<file path="config.mk">
export PLATFORM = sky130hd
export DESIGN_NAME = sn76489_write_arbiter
export DESIGN_NICKNAME = d
export VERILOG_FILES = /design/src/rtl/sn76489_pkg.sv /design/src/rtl/sn76489_bus_sequencer.sv /design/src/rtl/sn76489_write_arbiter.sv
export SDC_FILE = /design/constraint.sdc
export NUM_CORES = 1
export LEC_CHECK = 0
export BUFFER_PORTS_ARGS = -buffer_cell sky130_fd_sc_hd__buf_2
export CORE_UTILIZATION = 61
export CTS_BUF_LIST = sky130_fd_sc_hd__clkbuf_4
export CTS_CLUSTER_DIAMETER = 80
export DETAILED_ROUTE_END_ITERATION = 8
export GPL_ROUTABILITY_DRIVEN = 0
export HOLD_SLACK_MARGIN = 0.05
export PLACE_DENSITY_LB_ADDON = 0.2
export REMOVE_ABC_BUFFERS = 1
export SETUP_SLACK_MARGIN = 0.4
export SKIP_LAST_GASP = 1
export SLEW_MARGIN = 0
export SYNTH_ARGS = -nofsm -noshare
export SYNTH_HDL_FRONTEND = slang
export SYNTH_HIERARCHICAL = 1
export SYNTH_SLANG_ARGS = --single-unit
</file>
<file path="constraint.sdc">
create_clock -name clock -period 3.1 [get_ports clock]
set_clock_uncertainty 0.15 [all_clocks]
set_input_delay 0.155 -clock clock [delete_from_list [all_inputs] [get_ports clock]]
set_output_delay 0.155 -clock clock [all_outputs]
set_load 0.01 [all_outputs]
</file>
<file path="src/rtl/sn76489_pkg.sv">
// Shared definitions for the SN76489 write path: register codes, bus sequencer
// states and the tone-latch classifier that drives the bus lock.
package sn76489_pkg;

    localparam int DATA_W = 8;

    localparam logic [2:0] REG_FREQ1 = 3'b000;
    localparam logic [2:0] REG_FREQ2 = 3'b010;
    localparam logic [2:0] REG_FREQ3 = 3'b001;
    localparam logic [2:0] REG_ATT1  = 3'b100;
    localparam logic [2:0] REG_ATT2  = 3'b110;
    localparam logic [2:0] REG_ATT3  = 3'b101;
    localparam logic [2:0] REG_ATTN  = 3'b111;
    localparam logic [2:0] REG_NOISE = 3'b011;

    typedef enum logic [1:0] {
        SEQ_IDLE    = 2'd0,
        SEQ_SETUP   = 2'd1,
        SEQ_STROBE  = 2'd2,
        SEQ_RELEASE = 2'd3
    } seq_state_t;

    // A tone-frequency latch byte must be followed by its data byte with no
    // other writer in between, otherwise the chip pairs the wrong halves.
    function automatic logic is_tone_latch(input logic [DATA_W-1:0] b);
        return b[7] && !b[4] && (b[6:5] != 2'b11);
    endfunction

endpackage

</file>
<file path="src/rtl/sn76489_bus_sequencer.sv">
// Drives one byte onto the PSG bus: SETUP, STROBE until ready (or timeout),
// RELEASE. done/timed_out are high for the single RELEASE cycle.
module sn76489_bus_sequencer
    import sn76489_pkg::*;
#(
    parameter int READY_TIMEOUT = 64
) (
    input  logic              clock,
    input  logic              reset,
    input  logic              start,
    input  logic [DATA_W-1:0] byte_in,
    input  logic              ready,
    output logic              idle,
    output logic              done,
    output logic              timed_out,
    output logic [DATA_W-1:0] d,
    output logic              nCE,
    output logic              nWE
);

    localparam int RT_W = $clog2(READY_TIMEOUT + 1);

    seq_state_t      state;
    logic [RT_W-1:0] strobe_cnt;

    assign idle = (state == SEQ_IDLE);

    always_ff @(posedge clock) begin
        if (reset) begin
            state      <= SEQ_IDLE;
            d          <= '0;
            nCE        <= 1'b1;
            nWE        <= 1'b1;
            done       <= 1'b0;
            timed_out  <= 1'b0;
            strobe_cnt <= '0;
        end else begin
            done      <= 1'b0;
            timed_out <= 1'b0;
            case (state)
                SEQ_IDLE: begin
                    if (start) begin
                        d     <= byte_in;
                        nCE   <= 1'b0;
                        nWE   <= 1'b1;
                        state <= SEQ_SETUP;
                    end
                end
                SEQ_SETUP: begin
                    nWE        <= 1'b0;
                    strobe_cnt <= '0;
                    state      <= SEQ_STROBE;
                end
                SEQ_STROBE: begin
                    // ready may still be stale in the first strobe cycle, so it is ignored there
                    if (strobe_cnt != '0 && ready) begin
                        nCE   <= 1'b1;
                        nWE   <= 1'b1;
                        done  <= 1'b1;
                        state <= SEQ_RELEASE;
                    end else if (strobe_cnt == RT_W'(READY_TIMEOUT - 1)) begin
                        nCE       <= 1'b1;
                        nWE       <= 1'b1;
                        done      <= 1'b1;
                        timed_out <= 1'b1;
                        state     <= SEQ_RELEASE;
                    end else begin
                        strobe_cnt <= strobe_cnt + RT_W'(1);
                    end
                end
                SEQ_RELEASE: begin
                    state <= SEQ_IDLE;
                end
                default: begin
                    state <= SEQ_IDLE;
                end
            endcase
        end
    end

endmodule

</file>
<file path="src/rtl/sn76489_write_arbiter.sv">
// Two-port write arbiter for the SN76489 CPU interface: round-robin between the
// Z80 bus and the player, with a bus lock spanning tone latch/data byte pairs.
module sn76489_write_arbiter
    import sn76489_pkg::*;
#(
    parameter int LOCK_TIMEOUT  = 256,
    parameter int READY_TIMEOUT = 64
) (
    input  logic              clock,
    input  logic              reset,
    input  logic              req0,
    input  logic [DATA_W-1:0] data0,
    output logic              ack0,
    input  logic              req1,
    input  logic [DATA_W-1:0] data1,
    output logic              ack1,
    output logic [DATA_W-1:0] d,
    output logic              nCE,
    output logic              nWE,
    input  logic              ready,
    output logic              grant,
    output logic              locked,
    output logic              timeout_err
);

    localparam int LT_W = $clog2(LOCK_TIMEOUT + 1);

    logic            seq_idle;
    logic            seq_done;
    logic            seq_timeout;
    logic            start;
    logic            sel;
    logic            cand0;
    logic            cand1;
    logic            owner_req;
    logic            last_grant;
    logic [LT_W-1:0] lock_timer;

    always_comb begin
        cand0     = req0 && (!locked || !grant);
        cand1     = req1 && (!locked || grant);
        sel       = (cand0 && cand1) ? ~last_grant : cand1;
        start     = seq_idle && (cand0 || cand1);
        owner_req = grant ? req1 : req0;
    end

    sn76489_bus_sequencer #(
        .READY_TIMEOUT(READY_TIMEOUT)
    ) u_seq (
        .clock    (clock),
        .reset    (reset),
        .start    (start),
        .byte_in  (sel ? data1 : data0),
        .ready    (ready),
        .idle     (seq_idle),
        .done     (seq_done),
        .timed_out(seq_timeout),
        .d        (d),
        .nCE      (nCE),
        .nWE      (nWE)
    );

    assign ack0 = seq_done && !grant;
    assign ack1 = seq_done && grant;

    always_ff @(posedge clock) begin
        if (reset) begin
            grant       <= 1'b0;
            locked      <= 1'b0;
            timeout_err <= 1'b0;
            last_grant  <= 1'b1;
            lock_timer  <= '0;
        end else begin
            if (start) begin
                grant      <= sel;
                lock_timer <= '0;
            end else if (seq_idle && locked && !owner_req) begin
                // an owner that never sends its data byte must not starve the other port
                if (lock_timer == LT_W'(LOCK_TIMEOUT - 1)) begin
                    locked     <= 1'b0;
                    lock_timer <= '0;
                end else begin
                    lock_timer <= lock_timer + LT_W'(1);
                end
            end
            if (seq_done) begin
                locked     <= is_tone_latch(d);
                last_grant <= grant;
                lock_timer <= '0;
                if (seq_timeout) begin
                    timeout_err <= 1'b1;
                end
            end
        end
    end

endmodule

</file>
==> impl_metrics.ini <==
[route]
antenna_left = 0
wl_per_cell_um = 14.9
drt_iter0_drc = 88
remaining_drc_errors = 0
via_count = 1704
wl_mm = 4.21
firstDrtPassIters = 4
viasPerCell = 6.04

[min_path]
hold_path.class = in2reg
hp-start = data1[0]

[cts]
clkSinkCount = 34
clkTransAtPathRegs_ps = 100
clockRootBuffer = clkbuf_4
cts_setup_buffers = 0
ctsHoldBuffers = 12
cts.repair.resized = 0
htree_levels = 2
insertion_delay_ps = 350
cts_tree = done
clock_path_buffers = 2
numCtsBuffers = 5

[logic_synthesis]
synthCells = 201
ys_top_cells_by_area = dfxtp_1 39%, nand2_1 6.2%, mux2_2 5.1%
synth_edf_count = 0
yosysWarnings = 6
ys_ff_latch = 34
postSynth.asyncResetShare = 0
synth-main-ff-cell = dfxtp_1
ys_seq_area_frac = 0.388
synth_area_per_cell_um2 = 8.72
yosysTopAreaCell = dfxtp_1
synth_top_area_frac = 0.388
yosys.cell_types.count = 46
synth_area_um2 = 1750

[grt]
grt_first_pass_wirelength_mm = 6.99
first_global_vias = 1604
grt_max_degree = 22
overflow = 0
antenna_found_initial = 0
grt_usage = 0.291

[setup_path]
cpPeakStageDelay_ps = 550
worstPathArrival_ps = 2450
startpoint_type = flop
critPathMaxFanout = 9
setup.worst_path.end_class = flop
worstSetupPathType = reg2reg
crit_slowest_cell = dlygate4sd3_1
worstPathRequired_ps = 3170
startpoint = grant
path_cells = and2_1 > o21ai_2 > mux2_2 > dlygate4sd3_1 > nand2_1 > a21oi_1
r2r-start = grant

[final_layout]
antenna_cells = 0
drive_gt1_frac = 0.243
area_growth_pct = 20.8
finalNonFillerCells = 282
nFillCells = 184
final_nets = 280

[placed_design]
io_buffers = 35
dp_hpwl_mm = 2.95
dp_cells = 264
dpl_worst_slack_ps = 917

[floorplanning]
start_util = 0.641
num_io_pins = 36
placementRows = 19
die_y_um = 55.6
core_um2 = 2730
die_x_um = 55.6
die-area_um2 = 3090

[timing]
worst_slew_pin_slew_ps = 489
fin_ws_ps = 726
period_needed_ps = 2370
finalMaxSlewViolations = 0
final.period_utilization = 0.766
setup_violations = 0
max_freq_ghz = 0.421
grt_setup_unrepaired = no
hold_violations = 0
slew_headroom = 0.672
setup_tns_ps = 0

[pwr]
leakage_nw = 0.860
power_density_nw_per_um2 = 595
vdd.ir_drop.worst_mv = 0.455

[run]
max_cap_violations = 0

[status]
status = finished clean
==> cell type report <==
cell class / count / area, µm² / share of cell area
clock buffer: 5 / 37.5 / 0.0177
sequential: 34 / 681 / 0.322
clock inverter: 1 / 3.75 / 0.00177
tap: 31 / 38.8 / 0.0183
timing repair buffer: 47 / 295 / 0.139
inverter: 12 / 45.0 / 0.0213
multi-input combinational: 152 / 1020 / 0.480
==> layer usage <==
layer,vias to the layer above,track usage,share of wire
met5,-,0,0
met4,0,0.0964,0.021
met3,13,0.0814,0.080
met2,90,0.504,0.50
met1,783,0.345,0.40
li1,818,-,-
==> worst max-delay path, delay by kind of cell, from the launching register on <==
kind | cells | cell delay, ps
flops | 1 | 400
compound gates | 2 | 490
buf+inv | 1 | 550
mux | 1 | 380
simple gates | 2 | 290
==> flip-flops by register name, summed over array words and instances, names as in the netlist, 2 cells and up <==
| name | count |
|---|---|
| lock_timer | 9 |
| u_seq/d | 8 |
| u_seq/strobe_cnt | 7 |
| u_seq/state | 2 |
==> synth_stat cells, types with 2 or more instances <==
cell type / number
dfxtp_1: 34
nand2_1: 29
nor2_1: 18
a21oi_1: 15
inv_1: 12
nand3_1: 10
mux2_2: 8
ha_1: 7
o21ai_0: 6
nand4_1: 5
and2_1: 4
mux2i_1: 4
nor3_1: 4
xnor2_1: 4
clkbuf_1: 3
a211o_1: 2
nand3b_1: 2
nor2b_1: 2
nor4_1: 2
o311ai_0: 2
o31ai_1: 2
xor2_1: 2
==> per-stage QoR <==
stage	cell area (µm²)	hold slack [ps]	power, mW	util
floorplan	1740	74.1	0.885	-
CTS	2120	53.9	1.25	0.774
global route	2120	62.9	1.33	0.774
global placement	1960	292	0.996	0.715
finish	2120	54.8	1.26	0.774
detailed placement	1960	300	1.02	0.715
==> placed cells by master, fill, tap and decap left out, types with 2 or more instances in the layout <==
cell type,synthesis,final
nor4_1,2,2
o311ai_0,2,2
mux2i_1,4,4
mux2_2,8,8
inv_1,12,12
dfxtp_1,34,34
xor2_1,2,2
nor3_1,4,4
dlygate4sd3_1,0,12
nor2_1,18,18
ha_1,7,7
o21ai_0,6,6
a211o_1,2,2
nand4_1,5,5
buf_2,0,35
nand2_1,29,29
nor2b_1,2,2
and2_1,4,4
nand3b_1,2,2
xnor2_1,4,4
o31ai_1,2,2
clkbuf_4,0,5
nand3_1,10,10
a21oi_1,15,15
==> power by group <==
group / switching, mW / total (mW) / internal (mW)
registers: 0.0483 / 0.542 / 0.493
logic: 0.300 / 0.501 / 0.202
clock network: 0.139 / 0.216 / 0.0772
==> cells by family (layout without fill, tap and decap cells) <==
logic type / Yosys count / count (layout) / synth area share
compound gates: 40 / 40 / 0.161
xor+xnor: 6 / 6 / 0.0300
buf+inv: 15 / 65 / 0.0321
simple gates: 86 / 86 / 0.256
flops: 34 / 34 / 0.388
mux: 13 / 13 / 0.0828
fa+ha+maj: 7 / 7 / 0.0500
==> worst paths after layout <==
kind                     end  slack, ps  cells past startpoint
setup / recovery  u_seq/d[2]        730                      6
hold / removal    u_seq/d[0]         50                      4
setup reg to reg  u_seq/d[2]        730                      6
hold reg to reg   u_seq/d[1]        310                      2
No activity file was read; power rests on OpenSTA's default activity.
